$ cat config.mk
export PLATFORM = sky130hd
export DESIGN_NAME = fetch_stage
export DESIGN_NICKNAME = d
export VERILOG_FILES = /design/src/rtl/fetch_stage.sv
export SDC_FILE = /design/constraint.sdc
export NUM_CORES = 1
export LEC_CHECK = 0
export BUFFER_PORTS_ARGS = -buffer_cell sky130_fd_sc_hd__buf_4
export CAP_MARGIN = 15
export CELL_PAD_IN_SITES_DETAIL_PLACEMENT = 0
export CELL_PAD_IN_SITES_GLOBAL_PLACEMENT = 1
export CORE_MARGIN = 3
export CORE_UTILIZATION = 25
export CTS_BUF_LIST = sky130_fd_sc_hd__clkbuf_4 sky130_fd_sc_hd__clkbuf_8
export DETAILED_ROUTE_END_ITERATION = 12
export PLACE_DENSITY_LB_ADDON = 0.1
export SYNTH_ARGS = -nofsm -noshare
export SYNTH_HDL_FRONTEND = slang
export SYNTH_SLANG_ARGS = --single-unit
$ cat constraint.sdc
create_clock -name clk -period 2.6 [get_ports clk]
set_clock_uncertainty 0.05 [all_clocks]
set_input_delay 0.52 -clock clk [delete_from_list [all_inputs] [get_ports clk]]
set_output_delay 0.52 -clock clk [all_outputs]
set_load 0.01 [all_outputs]
$ cat src/rtl/fetch_stage.sv
// rtl/fetch_stage.sv - instruction-fetch stage: owns the PC, runs the imem handshake, feeds IF/ID
//
// Optional feature: define FETCH_PERF_EN to add the perf_fetched/perf_wait counters.
//
// Ports:
//   clk            in   core clock, all state updates on the rising edge
//   rst            in   synchronous active-high reset
//   stall          in   hazard stall, PC holds and the same word is refetched
//   redirect       in   taken branch/jump, flush and load redirect_pc
//   redirect_pc    in   [15:0] redirect target
//   imem_req       out  instruction-memory request (dropping it aborts)
//   imem_addr      out  [15:0] request address (= pc)
//   imem_rdy       in   imem_data valid this cycle for imem_addr
//   imem_data      in   [15:0] instruction word
//   fetch_valid    out  fetch_* outputs carry a real instruction
//   fetch_opc      out  [15:0] PC of the fetched instruction
//   fetch_pc_plus2 out  [15:0] pc+2 modulo 2^16
//   fetch_instr    out  [15:0] imem_data when fetch_valid, else NOP_INSTR
//   halted         out  stage is parked on an HLT
//   mem_timeout    out  sticky, a request waited more than MAX_WAIT cycles
//   perf_fetched   out  [15:0] (FETCH_PERF_EN) cycles with fetch_valid & ~stall
//   perf_wait      out  [15:0] (FETCH_PERF_EN) cycles spent in WAIT

module fetch_stage #(
  parameter logic [15:0] RESET_PC  = 16'h0000,
  parameter logic [15:0] NOP_INSTR = 16'h0000,
  parameter int unsigned MAX_WAIT  = 8
) (
  input  logic        clk,
  input  logic        rst,
  input  logic        stall,
  input  logic        redirect,
  input  logic [15:0] redirect_pc,
  output logic        imem_req,
  output logic [15:0] imem_addr,
  input  logic        imem_rdy,
  input  logic [15:0] imem_data,
  output logic        fetch_valid,
  output logic [15:0] fetch_opc,
  output logic [15:0] fetch_pc_plus2,
  output logic [15:0] fetch_instr,
  output logic        halted,
  output logic        mem_timeout
`ifdef FETCH_PERF_EN
  ,
  output logic [15:0] perf_fetched,
  output logic [15:0] perf_wait
`endif
);

  localparam logic [1:0] S_FETCH  = 2'd0;
  localparam logic [1:0] S_WAIT   = 2'd1;
  localparam logic [1:0] S_HALTED = 2'd2;

  localparam logic [7:0] MAX_WAIT_C = 8'(MAX_WAIT);

  logic [15:0] pc_q, pc_d;
  logic [1:0]  state_q, state_d;
  logic [7:0]  wait_cnt_q, wait_cnt_d;
  logic        mem_timeout_q, mem_timeout_d;
  logic        is_hlt;

  assign is_hlt = (imem_data[15:12] == 4'hF);

  assign imem_req       = (state_q != S_HALTED);
  assign imem_addr      = pc_q;
  assign fetch_opc      = pc_q;
  assign fetch_pc_plus2 = pc_q + 16'd2;
  assign fetch_valid    = imem_rdy & imem_req & ~redirect;
  assign fetch_instr    = fetch_valid ? imem_data : NOP_INSTR;
  assign halted         = (state_q == S_HALTED);
  assign mem_timeout    = mem_timeout_q;

  always_comb begin
    pc_d          = pc_q;
    state_d       = state_q;
    wait_cnt_d    = wait_cnt_q;
    mem_timeout_d = mem_timeout_q;

    if (redirect) begin
      // Redirect also leaves HALTED: the HLT may have been on a squashed path.
      pc_d       = redirect_pc;
      state_d    = S_FETCH;
      wait_cnt_d = 8'd0;
    end else begin
      case (state_q)
        S_FETCH, S_WAIT: begin
          if (imem_rdy) begin
            wait_cnt_d = 8'd0;
            if (is_hlt) begin
              // HLT wins over stall; PC stays on the HLT address.
              state_d = S_HALTED;
            end else begin
              state_d = S_FETCH;
              if (!stall) begin
                pc_d = pc_q + 16'd2;
              end
            end
          end else if (state_q == S_FETCH) begin
            state_d    = S_WAIT;
            wait_cnt_d = 8'd1;
          end else begin
            if (wait_cnt_q != 8'hFF) begin
              wait_cnt_d = wait_cnt_q + 8'd1;
            end
            // Counter already at MAX_WAIT and still no data: the request has
            // now waited more than MAX_WAIT cycles.
            if (wait_cnt_q >= MAX_WAIT_C) begin
              mem_timeout_d = 1'b1;
            end
          end
        end
        S_HALTED: begin
          state_d = S_HALTED;
        end
        default: begin
          state_d    = S_FETCH;
          wait_cnt_d = 8'd0;
        end
      endcase
    end
  end

  always_ff @(posedge clk) begin
    if (rst) begin
      pc_q          <= RESET_PC;
      state_q       <= S_FETCH;
      wait_cnt_q    <= 8'd0;
      mem_timeout_q <= 1'b0;
    end else begin
      pc_q          <= pc_d;
      state_q       <= state_d;
      wait_cnt_q    <= wait_cnt_d;
      mem_timeout_q <= mem_timeout_d;
    end
  end

`ifdef FETCH_PERF_EN
  logic [15:0] perf_fetched_q, perf_fetched_d;
  logic [15:0] perf_wait_q, perf_wait_d;

  always_comb begin
    perf_fetched_d = perf_fetched_q;
    perf_wait_d    = perf_wait_q;
    if (fetch_valid && !stall) begin
      perf_fetched_d = perf_fetched_q + 16'd1;
    end
    if (state_q == S_WAIT) begin
      perf_wait_d = perf_wait_q + 16'd1;
    end
  end

  always_ff @(posedge clk) begin
    if (rst) begin
      perf_fetched_q <= 16'd0;
      perf_wait_q    <= 16'd0;
    end else begin
      perf_fetched_q <= perf_fetched_d;
      perf_wait_q    <= perf_wait_d;
    end
  end

  assign perf_fetched = perf_fetched_q;
  assign perf_wait    = perf_wait_q;
`endif

endmodule

After elaboration in Yosys (flattened, before gate mapping)
Index checks and enable logic that the tools add are counted.
Widths: inputs -> output; s select.
{ "op_classes": {"n_addsub": 2, "n_mul": 0, "div_mod_pow": 0, "magnitude_cmp": 1, "n_eq_ne": 9, "shifts": 0, "n_mux": 14, "bitwise": 6, "n_reduce_logical": 8} }
{ "op_table": {"columns": ["cell", "count"], "rows": [
  ["$mux 16", 6],
  ["$mux 8", 3],
  ["$add 16x2->16 const B", 1],
  ["$pmux 8 s2", 1],
  ["$add 8x1->8 const B", 1],
  ["$ge 8x4->1 const B", 1],
  ["$ne 8x8->1 const B", 1],
  ["$mux 2", 3],
  ["$reduce_and 5->1", 1],
  ["$eq 4x4->1 const B", 1],
  ["$ne 2x2->1 const B", 2],
  ["$ne 4x4->1 const B", 1],
  ["$not 1->1", 4],
  ["$pmux 2 s2", 1],
  ["$reduce_and 4->1", 1],
  ["$reduce_bool 2->1", 2],
  ["$reduce_or 2->1", 2],
  ["$ne 3x3->1 const B", 1],
  ["$and 1x1->1", 2],
  ["$eq 2x1->1 const B", 1],
  ["$eq 2x2->1 const B", 1],
  ["$logic_not 2->1", 1],
  ["$ne 2x1->1 const B", 1],
  ["$reduce_and 2->1", 1]
]} }
{ "word_totals": {"register_bits": 27, "latchBits": 0, "mem_bits_rw": 0, "romBits": 0, "inputBits": 37, "out_inout_bits": 68, "word_cells": 44, "mem_count": 0} }

Logic depth before layout (Yosys ltp)
Gate-level depths: netlist (run 1).
{ "depth": {"ltp_word": 6, "ltp_mapped": 6, "mapped_depth_nobuf": 5} }

Worst setup path before layout (run 1)
OpenSTA, ideal clock, no wires.
{ "synth_path": {"path_type": "reg-to-output", "start": "register pc_q[2], in the netlist fetch_opc[2]", "end": "output fetch_pc_plus2[13]", "t_arrival_ps": 1673, "slack_ps": 357, "stages_incl_launch_ff": 5, "path_buffers": 0, "path_cell_list": "dfxtp_1 ha_1 nand3_2 or4_1 xnor2_1"} }
{ "synth_between": {"elab_chain_len": 1} }
{ "synth_lines": {"columns": ["element", "line_no", "text"], "rows": [
  ["from (decl)", "57", "logic [15:0] pc_q, pc_d;"],
  ["from (signal assigned)", "131", "pc_q <= pc_d;"],
  ["$add 16x2->16", "68", "assign fetch_pc_plus2 = pc_q + 16'd2;"],
  ["to (decl)", "40", "output logic [15:0] fetch_pc_plus2,"]
]} }
No other way between the ends.

Worst setup path in the final report (run 1)
{ "layout_path": {"start": "register pc_q[1], in the netlist fetch_opc[1]", "end": "output fetch_pc_plus2[11]"} }
Same word-level chain as after synthesis.

==> results of run 1 <==
## worst paths after layout
check	from	end	slack, ns	depth (start not counted)
worst max register to register	fetch_opc[1]	fetch_opc[13]	0.53	5
worst min register to register	mem_timeout	mem_timeout	0.46	2
worst max-delay path	fetch_opc[1]	fetch_pc_plus2[11]	0.13	5
worst min-delay path	imem_rdy	state_q[0]	0.41	2
## cell usage in the layout, fill, tap and decap left out, drive strengths merged, types with 3 or more instances in the layout
cell and n:
buf 114, dfxtp 27, nor2 26, and2 17, xnor2 14, nand2 9, a211oi 9, inv 8
xor2 8, o21ai 8, a21oi 7, nand3 7, nor3 6, or3 6, nand4 5, nor4 5
o31ai 5, a311oi 5, or4 5, and3 3, nor3b 3, ha 3, clkbuf 3
## state kept, by name, indices dropped and copies added, names as in the netlist
register     flops
state_q          2
fetch_opc       16
wait_cnt_q       8
mem_timeout      1
## layout make-up
type / count / area, um2
clock buffers: 3 / 41.3
clock inverters: 1 / 5.00
fillers: 753 / 4280
inverters: 8 / 30.0
multi-input cells: 167 / 1100
flip-flops and latches: 27 / 546
well taps: 96 / 120
repair buffers: 114 / 856
## metrics by stage
step | utilization | std cells | power (uW) | setup TNS (ns) | setup WS (ns)
finish | 0.386 | 416 | 995 | 0 | 0.131
global route | 0.386 | 416 | 1060 | -0.00243 | -0.00243
CTS | 0.384 | 416 | 1010 | 0 | 0.0289
detailed placement | 0.377 | 412 | 758 | 0 | 0.321
global placement | 0.377 | 412 | 758 | 0 | 0.357
floorplan | - | 231 | 612 | 0 | 0.357
## timing repair
action / 4_1_cts / 5_1_grt
resized for setup: 1 / 6
setup endpoints to repair: 1 / 4
setup buffers: 0 / 0
hold buffers: 0 / 0
## power by group through the flow
stage                     sequential [uW]  combinational (uW)  clock, uW
after floorplan                       479                 133          0
after global placement                475                 283          0
after detailed placement              476                 282          0
after CTS                             467                 283        262
after global routing                  473                 306        284
final                                 468                 278        249
## worst max-delay path, cell delays in order, from the launching register on
cell,delay [ns]
dfxtp_1,0.34
ha_1,0.27
nand3_4,0.15
or4_1,0.56
xnor2_1,0.15
buf_4,0.15
## logic make-up (layout without fill, tap and decap cells)
kind of cell               count (synthesis)  after routing
buffers and inverters                     37            126
AOI/OAI and AO/OA                         40             40
adders and majority gates                  3              3
and+or+nand+nor                          100            100
muxes                                      2              2
xor gates and xnor gates                  22             22
DFF                                       27             27
## per-layer routing
| metal | vias up | global-route usage |
|---|---|---|
| met1 | 890 | 0.179 |
| met3 | 2 | 0.0369 |
| met5 | - | 0 |
| met4 | 0 | 0.0371 |
| met2 | 89 | 0.213 |
| li1 | 985 | - |
==> flow_summary.toml, run 1 <==
[sta]
worst_pin_slew_ns = 0.629
setup_viol = 0
finalCritPeriodShare = 0.950
clock.fmax_ghz = 0.405
layout_min_cycle_time_ns = 2.47
hold_ws_ns = 0.410
relSlewSlack = 0.576
hold_violations = 0
slew_violations = 0

[setup_path]
crit_type = "reg2out"
end_kind = "primary output"
cp.arrival_ns = 1.90
timing.critical_path.from_type = "flop"
required_ns = 2.03
cp_max_fo = 7

[routing]
wl_um = 5710
route.met2.wl_um = 2500
drc = 0
dr.first_iter.drc_count = 59
wl_met1_um = 2630
vias = 1966
vias_per_cell = 4.73
highest_layer = "met4"
ant_nets = 0
first_pass_iters = 4
wl_met3_um = 538
wl_per_cell_um = 13.7

[logic_synthesis]
synthAdderAreaFrac = 0.0204
ys.flop_type = "dfxtp_1"
yosysUniqueCellTypes = 41
syn_area_per_cell_um2 = 7.98
synth_edf_count = 0
synth_compound_area_frac = 0.149
synth-simple-area-share = 0.303
syn-num-nets = 271
synth_top_family_by_area = "simple AND/OR/NAND/NOR gates"
synth.most_common_cell = "dfxtp_1"
yosysWarnings = 0
async_reset_ff_frac = 0
muxShareOfSynthArea = 0.0109
synth_area_mm2 = 0.00184
synthCells = 231
synthXorXnorAreaFrac = 0.105
yosysSeqAreaShare = 0.293
synth_largest_area_cell = "dfxtp_1"
ys_ff_latch = 27
yosys-top-cells-area = "dfxtp_1 (29%), buf_4 (6.9%), xnor2_1 (6.7%), and2_1 (5.8%), nor2_1 (5.3%)"
synth_top_cell_area_share = 0.293
yosys-top-cells-count = "dfxtp_1 (27), nor2_1 (26), and2_1 (17), buf_4 (17), xnor2_1 (14)"

[power_and_ir_drop]
peakVddDrop_v = 0.000147
netSwitchingFraction = 0.299
power_frac_clock = 0.250
intPower_uw = 697
comb_power_share = 0.280
p_seq_frac = 0.470
powerDensity_mw_per_mm2 = 369
p_sw_uw = 298
leakagePower_uw = 0.00117

[floorplanning]
initial_core_util = 0.264
io_pins = 105
core_mm2 = 0.00698
die_area_mm2 = 0.00844
die_h_um = 91.9
rows = 30
die_x_um = 91.9

[finish]
design_area_mm2 = 0.00270
drive_gt1_frac = 0.400
fin_nets = 361
diodes = 0
syn_to_final_growth_pct = 46.4

[clocking]
clock_latency_ns = 0.28
cts_sinks = 27
path_clk_slew_ns = 0.10
ctsHtreeMaxLevel = 1
cts_buffer_depth = 2
cts_tree = "done"
numCtsBuffers = 3
cts_root_buf = "clkbuf_8"

[placed_design]
place.port_buffers = 104
hpwl_um = 4300
place_area_mm2 = 0.00263
gp_congestion = 0.796

[global_route]
grt_max_degree = 32
antenna_found_initial = 0
grt_overflow = 0
grt_usage = 0.135
grt_pass1_wl_um = 9330
grt_pass1_vias = 1922

[status]
status = "finished clean"

[job]
drv_cap = 0

[hold_path]
hold_path_class = "in2reg"
Power figures use the tool's default switching activity.
==> inputs of run 2 (changes only) <==
--- a/config.mk
+++ b/config.mk
@@ -7,13 +7,10 @@
 export LEC_CHECK = 0
 export BUFFER_PORTS_ARGS = -buffer_cell sky130_fd_sc_hd__buf_4
 export CAP_MARGIN = 15
-export CELL_PAD_IN_SITES_DETAIL_PLACEMENT = 0
-export CELL_PAD_IN_SITES_GLOBAL_PLACEMENT = 1
 export CORE_MARGIN = 3
 export CORE_UTILIZATION = 25
 export CTS_BUF_LIST = sky130_fd_sc_hd__clkbuf_4 sky130_fd_sc_hd__clkbuf_8
 export DETAILED_ROUTE_END_ITERATION = 12
-export PLACE_DENSITY_LB_ADDON = 0.1
 export SYNTH_ARGS = -nofsm -noshare
 export SYNTH_HDL_FRONTEND = slang
 export SYNTH_SLANG_ARGS = --single-unit
==> flow_summary.toml, run 2 (synthesis results as in run 1) <==
[routing]
dr.first_iter.drc_count = 50
vias_per_cell = 4.74
route.met2.wl_um = 2590
ant_nets = 0
highest_layer = "met4"
wl_met3_um = 387
first_pass_iters = 4
wl_um = 5460
wl_per_cell_um = 13.2
vias = 1956
wl_met1_um = 2460
drc = 0

[clocking]
numCtsBuffers = 3
cts_root_buf = "clkbuf_8"
ctsHtreeMaxLevel = 1
path_clk_slew_ns = 0.10
clock_latency_ns = 0.28
cts_buffer_depth = 2
cts_sinks = 27
postCtsHoldBufs = 0
cts_tree = "done"

[setup_path]
reg2reg_slack_ns = 0.52
timing.critical_path.from_type = "flop"
crit_type = "reg2out"
rr_worst_depth = 4
required_ns = 2.03
cp.arrival_ns = 1.88
cp_max_fo = 7
end_kind = "primary output"

[sta]
clock.fmax_ghz = 0.408
setup_viol = 0
worst_pin_slew_ns = 0.630
rsz0062_at_grt = "no"
relSlewSlack = 0.576
slew_violations = 0
hold_violations = 0
tns_ns = 0
layout_min_cycle_time_ns = 2.45
finalCritPeriodShare = 0.943

[global_route]
grt_usage = 0.129
grt_pass1_vias = 2017
grt_overflow = 0
grt_max_degree = 32
grt_pass1_wl_um = 9200
antenna_found_initial = 0

[finish]
syn_to_final_growth_pct = 45.6
final_common_cell = "buf_4"
design_area_mm2 = 0.00268
fin_nets = 358
most-common-layout-cells = "buf_4 (111), nor2_1 (26), dfxtp_1 (25)"
drive_gt1_frac = 0.394
diodes = 0
largest_reg_flops = 16

[floorplanning]
core_mm2 = 0.00698
rows = 30
io_pins = 105
die_h_um = 91.9
initial_core_util = 0.264
die_x_um = 91.9
die_area_mm2 = 0.00844

[status]
status = "finished clean"

[placed_design]
place_area_mm2 = 0.00261
gp_congestion = 0.849
hpwl_um = 4320
place.port_buffers = 104

[hold_path]
hold_path_class = "in2reg"
holdPathStages = 2

[power_and_ir_drop]
peakVddDrop_v = 0.000198
leakagePower_uw = 0.00115
powerDensity_mw_per_mm2 = 372

[job]
drv_cap = 0
run 2: path summary, 6_finish.rpt:
| check | endpoint | start |
|---|---|---|
| setup / recovery | fetch_pc_plus2[11] | fetch_opc[1] |
| hold / removal | state_q[0] | imem_rdy |
| setup reg to reg | fetch_opc[10] | state_q[1] |
| hold reg to reg | mem_timeout | mem_timeout |
run 2: per-layer routing:
metal  GRT usage  up-vias
met5           0        -
met4      0.0322        0
met3      0.0295        2
met2       0.222       81
met1       0.163      898
li1            -      975
run 2: critical path, cell delays in order, from the launching register on:
cell and delay [ns]:
dfxtp_1 0.35, ha_2 0.25, nand3_4 0.13, or4_1 0.56
xnor2_1 0.17, buf_4 0.14
run 2: power by group:
part / internal, uW / switching (uW)
Combinational: 155 / 122
Clock: 109 / 147
Sequential: 433 / 33.0
Total: 697 / 302
run 2: final cells by class:
cell class	instances	area, um2
Sequential cell	27	543
Tap cell	96	120
Multi-Input combinational cell	167	1110
Clock buffer	3	41.3
Fill cell	754	4300
Inverter	8	30.0
Clock inverter	1	7.51
Timing Repair Buffer	111	833
run 2: what timing repair did:
| action | 4_1_cts | 5_1_grt |
|---|---|---|
| gates resized for setup | 0 | 7 |
| hold endpoints to repair | 0 | 0 |
| buffers inserted | 0 | 0 |
| setup endpoints to repair | 0 | 5 |
run 2: metrics by stage:
stage	total power (uW)	worst slack (ns)	util	hold WS (ns)	instances
6_report	999	0.149	0.384	0.393	413
5_1_grt	1060	0.00489	0.384	0.386	413
4_1_cts	1010	0.0229	0.380	0.386	413
3_5_place_dp	754	0.293	0.373	0.422	409
3_3_place_gp	752	0.363	0.373	0.410	409
2_1_floorplan	612	0.357	-	0.428	231
